--- config.mk ---
export PLATFORM = sky130hd
export DESIGN_NAME = mem_access_unit
export DESIGN_NICKNAME = d
export VERILOG_FILES = /design/src/rtl/mem_access_unit.sv
export SDC_FILE = /design/constraint.sdc
export NUM_CORES = 1
export LEC_CHECK = 0
export ABC_AREA = 1
export BUFFER_PORTS_ARGS = -buffer_cell sky130_fd_sc_hd__buf_2
export CAP_MARGIN = 30
export CORE_UTILIZATION = 40
export DETAILED_ROUTE_END_ITERATION = 8
export PLACE_DENSITY_LB_ADDON = 0.12
export SETUP_SLACK_MARGIN = 0.3
export SYNTH_ARGS = -nofsm -noshare
export SYNTH_HDL_FRONTEND = slang
export SYNTH_SLANG_ARGS = --single-unit
--- constraint.sdc ---
create_clock -name CLK -period 2.09 [get_ports CLK]
set_clock_uncertainty 0.15 [all_clocks]
set_input_delay 0.3135 -clock CLK [delete_from_list [all_inputs] [get_ports CLK]]
set_output_delay 0.3135 -clock CLK [all_outputs]
set_load 0.02 [all_outputs]
--- src/rtl/mem_access_unit.sv ---
// Byte-addressed load/store front end for a word-addressed data memory.
// Sub-word stores are read-modify-write; loads return sign/zero-extended lanes.
module mem_access_unit #(
  parameter int unsigned ADDR_WORDS = 64
) (
  input  logic        CLK,
  input  logic        RESET_N,
  input  logic        req_valid,
  output logic        req_ready,
  input  logic        req_write,
  input  logic [1:0]  req_size,
  input  logic        req_unsigned,
  input  logic [31:0] req_addr,
  input  logic [31:0] req_wdata,
  output logic        resp_valid,
  output logic        resp_err,
  output logic [31:0] resp_rdata,
  output logic [31:0] mem_addr,
  output logic [31:0] mem_wdata,
  output logic        mem_read,
  output logic        mem_write,
  input  logic [31:0] mem_rdata
);

  typedef enum logic [2:0] {StIdle, StRead, StWrite, StResp, StErr} state_e;

  state_e      state_q, state_d;
  logic        write_q, uns_q;
  logic [1:0]  size_q;
  logic [31:0] addr_q, wdata_q, rbuf_q;

  logic        accept, req_err;
  logic [31:0] word_idx, merged, load_data;
  logic [7:0]  byte_v;
  logic [15:0] half_v;

  assign accept   = req_valid && (state_q == StIdle);
  assign word_idx = {2'b00, req_addr[31:2]};
  assign req_err  = (req_size == 2'b01 && req_addr[0]) ||
                    (req_size == 2'b10 && req_addr[1:0] != 2'b00) ||
                    (req_size == 2'b11) ||
                    (word_idx >= 32'(ADDR_WORDS));

  always_ff @(posedge CLK or negedge RESET_N) begin
    if (!RESET_N) begin
      state_q <= StIdle;
      write_q <= 1'b0;
      uns_q   <= 1'b0;
      size_q  <= 2'b00;
      addr_q  <= '0;
      wdata_q <= '0;
      rbuf_q  <= '0;
    end else begin
      state_q <= state_d;
      if (accept) begin
        write_q <= req_write;
        uns_q   <= req_unsigned;
        size_q  <= req_size;
        addr_q  <= req_addr;
        wdata_q <= req_wdata;
      end
      if (state_q == StRead) rbuf_q <= mem_rdata;
    end
  end

  always_comb begin
    state_d = state_q;
    unique case (state_q)
      StIdle: begin
        if (accept) begin
          if (req_err)                          state_d = StErr;
          else if (req_write && req_size == 2'b10) state_d = StWrite;
          else                                  state_d = StRead;
        end
      end
      StRead:  state_d = write_q ? StWrite : StResp;
      StWrite: state_d = StResp;
      StResp:  state_d = StIdle;
      StErr:   state_d = StIdle;
      default: state_d = StIdle;
    endcase
  end

  // Replace only the addressed lane of the word fetched in READ.
  always_comb begin
    merged = rbuf_q;
    case (size_q)
      2'b00:   merged[{addr_q[1:0], 3'b000} +: 8] = wdata_q[7:0];
      2'b01:   merged[{addr_q[1], 4'b0000} +: 16] = wdata_q[15:0];
      default: merged = wdata_q;
    endcase
  end

  assign byte_v = rbuf_q[{addr_q[1:0], 3'b000} +: 8];
  assign half_v = rbuf_q[{addr_q[1], 4'b0000} +: 16];

  always_comb begin
    case (size_q)
      2'b00:   load_data = uns_q ? {24'h0, byte_v} : {{24{byte_v[7]}}, byte_v};
      2'b01:   load_data = uns_q ? {16'h0, half_v} : {{16{half_v[15]}}, half_v};
      default: load_data = rbuf_q;
    endcase
  end

  always_comb begin
    req_ready  = 1'b0;
    resp_valid = 1'b0;
    resp_err   = 1'b0;
    resp_rdata = '0;
    mem_addr   = '0;
    mem_wdata  = '0;
    mem_read   = 1'b0;
    mem_write  = 1'b0;
    unique case (state_q)
      StIdle: req_ready = 1'b1;
      StRead: begin
        mem_read = 1'b1;
        mem_addr = {2'b00, addr_q[31:2]};
      end
      StWrite: begin
        mem_write = 1'b1;
        mem_addr  = {2'b00, addr_q[31:2]};
        mem_wdata = merged;
      end
      StResp: begin
        resp_valid = 1'b1;
        resp_rdata = write_q ? 32'h0 : load_data;
      end
      StErr: begin
        resp_valid = 1'b1;
        resp_err   = 1'b1;
      end
      default: req_ready = 1'b0;
    endcase
  end

endmodule

Word-level counts from Yosys, hierarchy flattened
Cells that the tools add are included.
Storage, ports and cells
  flip-flop bits (word level): 103
  word-level logic and storage cells: 57
  input bits: 103
  output and inout bits: 101
Operators by class
  add/subtract/negate cells: 2
  equality and inequality tests: 9
  shift operators: 6
  reduce and logical (&&, ||, !) cells: 12
  muxes and demuxes: 20
  order comparisons: 1
Operator list (count)
  32-bit two-way mux: 5
  32-bit case mux with 2 select lines: 2
  32-bit bitwise mux: 2
  16-bit by 7-bit variable shift with 32-bit output (first input constant): 1
  8-bit by 7-bit variable shift with 32-bit output (first input constant): 1
  16-bit by 7-bit indexed part select with 32-bit output: 1
  32-bit by 6-bit indexed part select with 16-bit output: 1
  32-bit by 6-bit indexed part select with 8-bit output: 1
  8-bit by 7-bit indexed part select with 32-bit output: 1
  30-bit by 7-bit >= comparator with 1-bit output (second input constant): 1
  30-bit two-way mux: 1
  5-bit negator with 7-bit output: 2
  3-bit case mux with 3 select lines: 1
  3-bit by 2-bit equality test with 1-bit output (second input constant): 2
  1-bit two-way mux: 6
  3-bit two-way mux: 2
  2-bit by 1-bit equality test with 1-bit output (second input constant): 2
  2-bit equality test (second input constant): 2
  1-bit logical AND: 4
  2-bit OR reduction: 2
  3-bit by 1-bit equality test with 1-bit output (second input constant): 1
  3-bit equality test (second input constant): 1
  3-bit logical NOT: 1
  1-bit logical OR: 3
  other kinds (4): 4

Depth between registers and ports, before layout
Gate-level depths: netlist of the first run.
  depth after elaboration: 8
  mapped depth: 11
  depth with buffers taken out: 8

Least setup slack after synthesis of the first run
OpenSTA, ideal clock, no wires.
  kind: register to output
  start point: register addr_q[1]
  end point: output port mem_wdata[14]
  path buffers: 4
  data arrival time: 2095 ps
  slack: -469 ps
  cell stages (with the launch flop): 11
  required time: 1627 ps
  path through: dfrtp_1 -> buf_6 -> inv_4 -> buf_6 -> buf_2 -> ha_1 -> clkbuf_1 -> inv_1 -> o21ai_0 -> o211ai_1 -> a21oi_1
Between the ends
  cells in the longest elaborated chain, start to end: 5
  elaborated cells between the ends (all ways): 10
  classes of those cells: 2 x add/sub; 4 x shift; 4 x mux
RTL lines
  start: declaration: RTL line 30  | logic [31:0] addr_q, wdata_q, rbuf_q;
  start signal: assignment: RTL line 59  | addr_q <= req_addr;
  5-bit negator with 7-bit output (on tied branches): RTL line 89, 88
  16-bit by 7-bit indexed part select with 32-bit output (tied with other cells): RTL line 89  | 2'b01: merged[{addr_q[1], 4'b0000} +: 16] = wdata_q[15:0];
  32-bit bitwise mux (on tied branches): RTL line 89, 88
  32-bit case mux with 2 select lines *: RTL line 87  | case (size_q)
  32-bit two-way mux *: RTL line 114  | unique case (state_q)
  end: declaration: RTL line 19  | output logic [31:0] mem_wdata,
Mark *: on every way between the ends. The rest lies on a longest branch, timed or not.

Worst setup path in the final report of the first run
  start point: register addr_q[0]
  end point: output port mem_wdata[14]
Between the ends
  cells in the longest elaborated chain, start to end: 5
  elaborated cells between the ends (all ways): 6
  classes of those cells: 1 x add/sub; 2 x shift; 3 x mux
RTL lines
  5-bit negator with 7-bit output *: RTL line 88  | 2'b00: merged[{addr_q[1:0], 3'b000} +: 8] = wdata_q[7:0];
  8-bit by 7-bit indexed part select with 32-bit output or 8-bit by 7-bit variable shift with 32-bit output (tied branches): RTL line 88
  32-bit bitwise mux *: RTL line 88
  32-bit case mux with 2 select lines *: RTL line 87
  32-bit two-way mux *: RTL line 114
Marks and branches as above.

==> summary.txt, run 1 <==
Run status
  • Status: finished, violations left
  • Violated checks: setup timing

Drt
  • Post-Route WL: 25.79 mm
  • Detailed Routing Iterations Pass 1: 5
  • Max layer used: met4
  • Post-route ant nets: 0
  • Met1 WL: 10.95 mm
  • DR WL met2: 12.41 mm
  • Routed met3 length: 1.723 mm
  • Vias after detailed routing: 7272
  • Vias per cell: 5.367
  • Routed len/inst: 19.04 µm
  • DRC violations left: 0
  • DRT iter0 DRCs: 611

Synthesis
  • Mapped Area: 6530 µm²
  • #FFs+latches synth: 103
  • Syn Inst Count: 879
  • YS warnings: 0
  • Post-synth top area cell: dfrtp_1
  • Dominant cells by area after synthesis: dfrtp_1 (39%), o21ai_0 (11%), nand2_1 (8.7%)
  • Avg Inst Size Synth: 7.429 µm²
  • Sequential cell area fraction in the yosys report: 39.47%
  • Synth top area share: 39.47%
  • Unique cell type count in the Yosys netlist: 36

Setup path
  • CP required: 1630 ps
  • Crit path arrival time: 2090 ps
  • CP max stage cell: dfrtp_1
  • CP top delay family: buffers and inverters
  • CP Cell Sequence: clkinvlp_4, ha_4, buf_6, inv_6, o21ai_2, o211ai_1, a21oi_2, buf_6
  • CP Launch Type: flip-flop
  • Critical Path Fanout Max: 8
  • CP Buf/Inv Count: 4
  • CP Class: flip-flop to output pin
  • R2R setup slack: 80 ps
  • Worst setup EP type: output pin
  • CP max stage delay: 400 ps
  • Crit-path most repeated cell: buf_6

Layout
  • Non-filler cells, final: 1355
  • Most common cell after layout, fill and taps aside: nand2_1
  • Share of layout cells above drive strength 1: 49.30%
  • P&R area growth vs syn: 68.94%
  • Post-layout util: 69.45%
  • Most frequent cells in the layout: nand2_1 (126), dfrtp_1 (101), buf_2 (101), inv_1 (100), buf_6 (91)
  • Nets: 1241

STA
  • Final worst-path cycle share: 122.4%
  • Final Hold Fails: 0
  • Final min period: 2558 ps
  • Setup TNS: -27650 ps
  • Final slew viol count: 0
  • Setup violators final: 94
  • Fmax: 390.9 MHz
  • RSZ-0062 raised after global routing: true
  • Setup WS post-layout: -468.0 ps

Floorplanning
  • Initial core utilization: 41.11%
  • Die Area: 16840 µm²
  • Core Region: 15890 µm²
  • # rows: 46
  • Die W: 129.8 µm
  • Die Height: 129.8 µm
  • Top-level port count: 204

Hold path
  • HP Class: input pin to flip-flop

CTS
  • H-Tree Depth: 3
  • CTS buffer count: 9
  • Clock root cell: clkbuf_16
  • CTS tree: built
  • Maximum root-to-sink buffer count: 2
  • Number of clock sinks: 103
  • Worst-Skew Late Latency: 360 ps
  • Clock slew seen by the registers of the worst setup and hold paths: 80 ps

Pwr
  • P per Cell Area: 759.5 nW/µm²
  • Maximum vdd ir drop: 0.4875 mV
  • P_leak: 5.003 nW

Placement
  • Gpl congestion: 0.9447
  • Port buffer count: 201
  • Post-Place Setup Slack: -97.73 ps
  • Hpwl dp: 16.78 mm
  • DP Cell Count: 1292

Run
  • Max Cap Viol: 0

GRT
  • Number of global-route vias before repair: 6583
  • First-pass GRT wire length: 37.07 mm
  • Total Routing Usage GR: 29.20%
  • Number of antenna violations at the first check in global routing: 0
  • GR Overflow Total: 0
  • Largest net degree at the start of global routing: 51
-- worst reg2reg max path, stage by stage, from the launching register on --
cell and delay [ps]:
dfrtp_1 430, inv_2 90, buf_6 120, buf_6 110, buf_6 110, buf_6 130, nand2_4 60, inv_4 50
nand2_8 150, clkbuf_16 210, mux2_4 290
-- sequential cells by signal, summed over array words and instances, names as in the netlist --
register  count
addr_q       32
rbuf_q       32
size_q        2
state_q       3
uns_q         1
wdata_q      32
write_q       1
-- worst paths after layout --
path | start | to | cells past startpoint
max | addr_q[0] | mem_wdata[14] | 8
min | mem_rdata[5] | rbuf_q[5] | 3
max reg2reg | state_q[2] | wdata_q[31] | 10
min reg2reg | addr_q[20] | addr_q[20] | 2
max in group asynchronous | RESET_N | wdata_q[12] | 3
min in group asynchronous | RESET_N | rbuf_q[18] | 2
-- routing by layer --
metal / global-route usage, % / vias to the layer above
met4: 9.850 / 0
met2: 46.62 / 331
met5: 0 / -
met3: 4.387 / 50
li1: - / 3422
met1: 40.55 / 3469
-- where the power goes --
| part | leakage (nW) | switching (W) | internal, W | total [W] |
|---|---|---|---|---|
| Sequential | 1.22 | 0.000804 | 0.00250 | 0.00330 |
| Clock | 0.157 | 0.000883 | 0.000967 | 0.00185 |
| Combinational | 3.63 | 0.00195 | 0.00128 | 0.00322 |
-- synthesized netlist by cell type --
| master | instances |
|---|---|
| a21oi_2 | 4 |
| a21oi_4 | 1 |
| clkbuf_1 | 22 |
| nor2_4 | 2 |
| buf_4 | 13 |
| conb_1 | 1 |
| nor3_1 | 1 |
| nand2_4 | 3 |
| nor3b_1 | 1 |
| mux2_2 | 24 |
| o21ai_0 | 143 |
| nand3_2 | 1 |
| o211a_1 | 4 |
| buf_2 | 14 |
| o221ai_1 | 13 |
| inv_1 | 112 |
| dfrtp_1 | 103 |
| nand2_1 | 151 |
| ha_1 | 5 |
| a31oi_1 | 9 |
| nand3_4 | 1 |
| nand3_1 | 16 |
| and2_1 | 1 |
| o211ai_1 | 22 |
| inv_2 | 7 |
| nor2_1 | 90 |
| nor2_2 | 3 |
| buf_1 | 1 |
| inv_4 | 1 |
| a21oi_1 | 78 |
| buf_6 | 9 |
| nand4_4 | 1 |
| a22oi_1 | 9 |
| nand2_2 | 3 |
| o21ai_1 | 9 |
| nor3_4 | 1 |
-- cells by family (layout without fill, tap and decap cells) --
| logic type | after synthesis | count (layout) | share of synthesized area [%] |
|---|---|---|---|
| other | 1 | 3 | 0.05743 |
| and+or+nand+nor | 275 | 275 | 17.80 |
| buffers and inverters | 179 | 437 | 12.38 |
| muxes | 24 | 24 | 4.139 |
| adders and majority gates | 5 | 5 | 0.9580 |
| DFF | 103 | 103 | 39.47 |
| AOI/OAI and AO/OA | 292 | 292 | 25.20 |
-- final cells by class --
| type | instances | area [µm²] |
|---|---|---|
| fillers | 1239 | 4853 |
| multi-input cells | 598 | 4466 |
| repair buffers | 300 | 2904 |
| flip-flops and latches | 103 | 2580 |
| inverters | 120 | 483.0 |
| well taps | 216 | 270.3 |
| clock buffers | 9 | 225.2 |
| clock inverters | 7 | 97.59 |
| repair inverters | 1 | 3.754 |
| diodes | 1 | 2.502 |
-- per-stage QoR --
stage	hold WS [ps]	total power, W	cell area (µm²)
4_1_cts	0.003997	0.007880	10120
3_3_place_gp	79.77	0.005718	8757
6_report	4.324	0.008379	11030
2_1_floorplan	-132.1	0.004680	7325
3_5_place_dp	76.37	0.005748	8757
5_1_grt	12.18	0.008776	11030
-- what timing repair did --
| item | in CTS | in global routing |
|---|---|---|
| resized for setup | 250 | 182 |
| endpoints found under the hold margin | 25 | 0 |
| setup endpoints to repair | 98 | 153 |
| hold buffers | 6 | 0 |
| pin swaps | 37 | 45 |
| buffers inserted | 12 | 12 |
| cloned | 5 | 11 |
Power figures use the tool's default switching activity.
==> run 2, diff against run 1 <==
Settings changed: CORE_ASPECT_RATIO from default to 0.75.
==> run 2 against run 1 <==
Compared with the run above: the flow still finishes with violations (setup timing); utilization is 0.88 points lower; flip-flop and latch count did not move; count of clock-buffer cells in the layout unchanged; cell area down 0.77%; setup slack got worse by 90 ps; critical endpoint is now mem_wdata[21]; sequential share of layout area grew 0.22 points; combinational power up 1%; fmax decreased by 3.4%; routed wire length increased by 7.3%; sequential power barely moved; final cell count down 0.74%; critical path type unchanged; register-to-register slack hardly changed.
==> summary.txt, run 2 (same netlist as run 1, synthesis figures left out) <==
Floorplanning
  • Top-level port count: 204
  • Initial core utilization: 40.90%
  • # rows: 40
  • Die W: 149.5 µm
  • Core Region: 15970 µm²
  • Die Height: 112.7 µm
  • Die Area: 16850 µm²

Run status
  • Status: finished, violations left
  • Violated checks: setup timing

Layout
  • Largest registers: addr_q (32), rbuf_q (32), wdata_q (32)
  • Diode count: 0
  • Nets: 1239
  • Most common cell after layout, fill and taps aside: nand2_1
  • P&R area growth vs syn: 67.64%
  • Most frequent cells in the layout: nand2_1 (132), buf_2 (107), inv_1 (100), o21ai_0 (98), dfrtp_1 (98)
  • Share of layout cells above drive strength 1: 50.31%
  • Post-route cell area: 10950 µm²

Setup path
  • Reg-to-reg endpoint: addr_q[20]
  • Worst setup EP type: output pin
  • CP required: 1630 ps
  • Critical Path Fanout Max: 8
  • Reg-to-Reg Start: state_q[0]
  • CP Class: flip-flop to output pin
  • CP Launch Type: flip-flop
  • Crit path arrival time: 2180 ps
  • R2R setup slack: 90 ps
  • Path depth of the worst reg2reg path: 11

CTS
  • Maximum root-to-sink buffer count: 2
  • Clock slew seen by the registers of the worst setup and hold paths: 80 ps
  • CTS tree: built
  • Number of clock sinks: 103
  • H-Tree Depth: 3
  • Worst-Skew Late Latency: 370 ps
  • CTS buffer count: 9
  • Clock root cell: clkbuf_16

STA
  • Final slew viol count: 0
  • Final Hold Fails: 0
  • RSZ-0062 raised after global routing: true
  • Final worst-path cycle share: 126.7%
  • Setup TNS: -31300 ps
  • Setup violators final: 94
  • Setup WS post-layout: -558.1 ps
  • Final min period: 2648 ps
  • Fmax: 377.6 MHz

Drt
  • DRT iter0 DRCs: 731
  • Vias per cell: 5.555
  • DRC violations left: 0
  • Routed len/inst: 20.58 µm
  • Vias after detailed routing: 7471
  • Post-route ant nets: 0
  • Post-Route WL: 27.68 mm
  • Detailed Routing Iterations Pass 1: 5

Placement
  • Port buffer count: 201
  • Gpl congestion: 0.9297
  • Hpwl dp: 17.45 mm
  • Placed Area: 8725 µm²

Pwr
  • P_leak: 4.944 nW
  • P per Cell Area: 762.0 nW/µm²
  • Maximum vdd ir drop: 0.3835 mV

GRT
  • GR Overflow Total: 0
  • First-pass GRT wire length: 37.06 mm
  • Number of antenna violations at the first check in global routing: 0
  • Largest net degree at the start of global routing: 85
  • Number of global-route vias before repair: 6538
  • Total Routing Usage GR: 29.33%

Run
  • Max Cap Viol: 0

Hold path
  • Worst Hold End: rbuf_q[24]
  • HP Class: input pin to flip-flop
  • WHS Path Cells: 3
  • Hold_sp: mem_rdata[24]
==> run 2: cell types whose count changed in the layout (fill, tap and decap cells not counted), moves of 7 or more <==
cell,delta
buf_4,+13
nor2_1,-13
o21ai_0,+21
a21oi_4,-7
o21ai_1,-24
buf_6,-23
nor2_4,+7
==> run 2: critical path, cell delays in order, from the launching register on <==
cell and delay (ps):
dfrtp_1 420, clkinvlp_4 220, ha_4 450, nand2_8 110
o21ai_1 180, nand2_1 110, a31oi_4 180, buf_6 140
==> run 2: cell type report <==
type                    instances  area, µm²
fillers                      1302       5019
flip-flops and latches        103       2584
multi-input cells             600       4558
clock inverters                 6      80.08
inverters                     120      493.0
repair buffers                296       2738
repair inverters                1      6.256
clock buffers                   9      225.2
well taps                     210      262.8
==> run 2: worst max path at each step <==
| stage | start | end | cells past startpoint |
|---|---|---|---|
| detailed placement | addr_q[0] | mem_wdata[15] | 8 |
| finish | addr_q[0] | mem_wdata[21] | 7 |
| global placement | addr_q[0] | mem_wdata[15] | 8 |
| floorplan | addr_q[1] | mem_wdata[16] | 10 |
| global route | addr_q[0] | mem_wdata[21] | 7 |
| CTS | addr_q[0] | mem_wdata[5] | 7 |
==> run 2: report_power, final <==
part	switching, W	internal, W	total, W
registers	0.000772	0.00250	0.00328
clock network	0.000860	0.000945	0.00181
logic	0.00201	0.00125	0.00326
total	0.00364	0.00470	0.00834
==> run 2: per-layer routing <==
layer  vias to the layer above  GRT usage, %  share of wire [%]
met5                         -             0                  0
met2                       414         41.73                 43
met4                         0         7.211                1.9
met3                        48         6.911                9.7
li1                       3425             -                  -
met1                      3584         44.18                 45
==> run 2: timing repair <==
action / 4_1_cts / 5_1_grt
resized for setup: 237 / 154
pin swaps: 51 / 42
gates cloned: 4 / 16
setup endpoints to repair: 98 / 165
hold endpoints to repair: 37 / 0
buffers inserted: 14 / 7
hold buffers: 8 / 0
==> run 2: metrics by stage <==
stage	total power, W	hold WS (ps)	std cells	util, %	worst slack [ps]
after CTS	0.007834	1.127	1322	63.03	-391.2
after global routing	0.008717	6.321	1345	68.57	-610.6
after floorplan	0.004680	-132.1	880	-	-105.6
after detailed placement	0.005797	150.9	1281	54.65	-166.0
final	0.008341	4.892	1345	68.57	-558.1
after global placement	0.005795	155.0	1281	54.65	-168.3
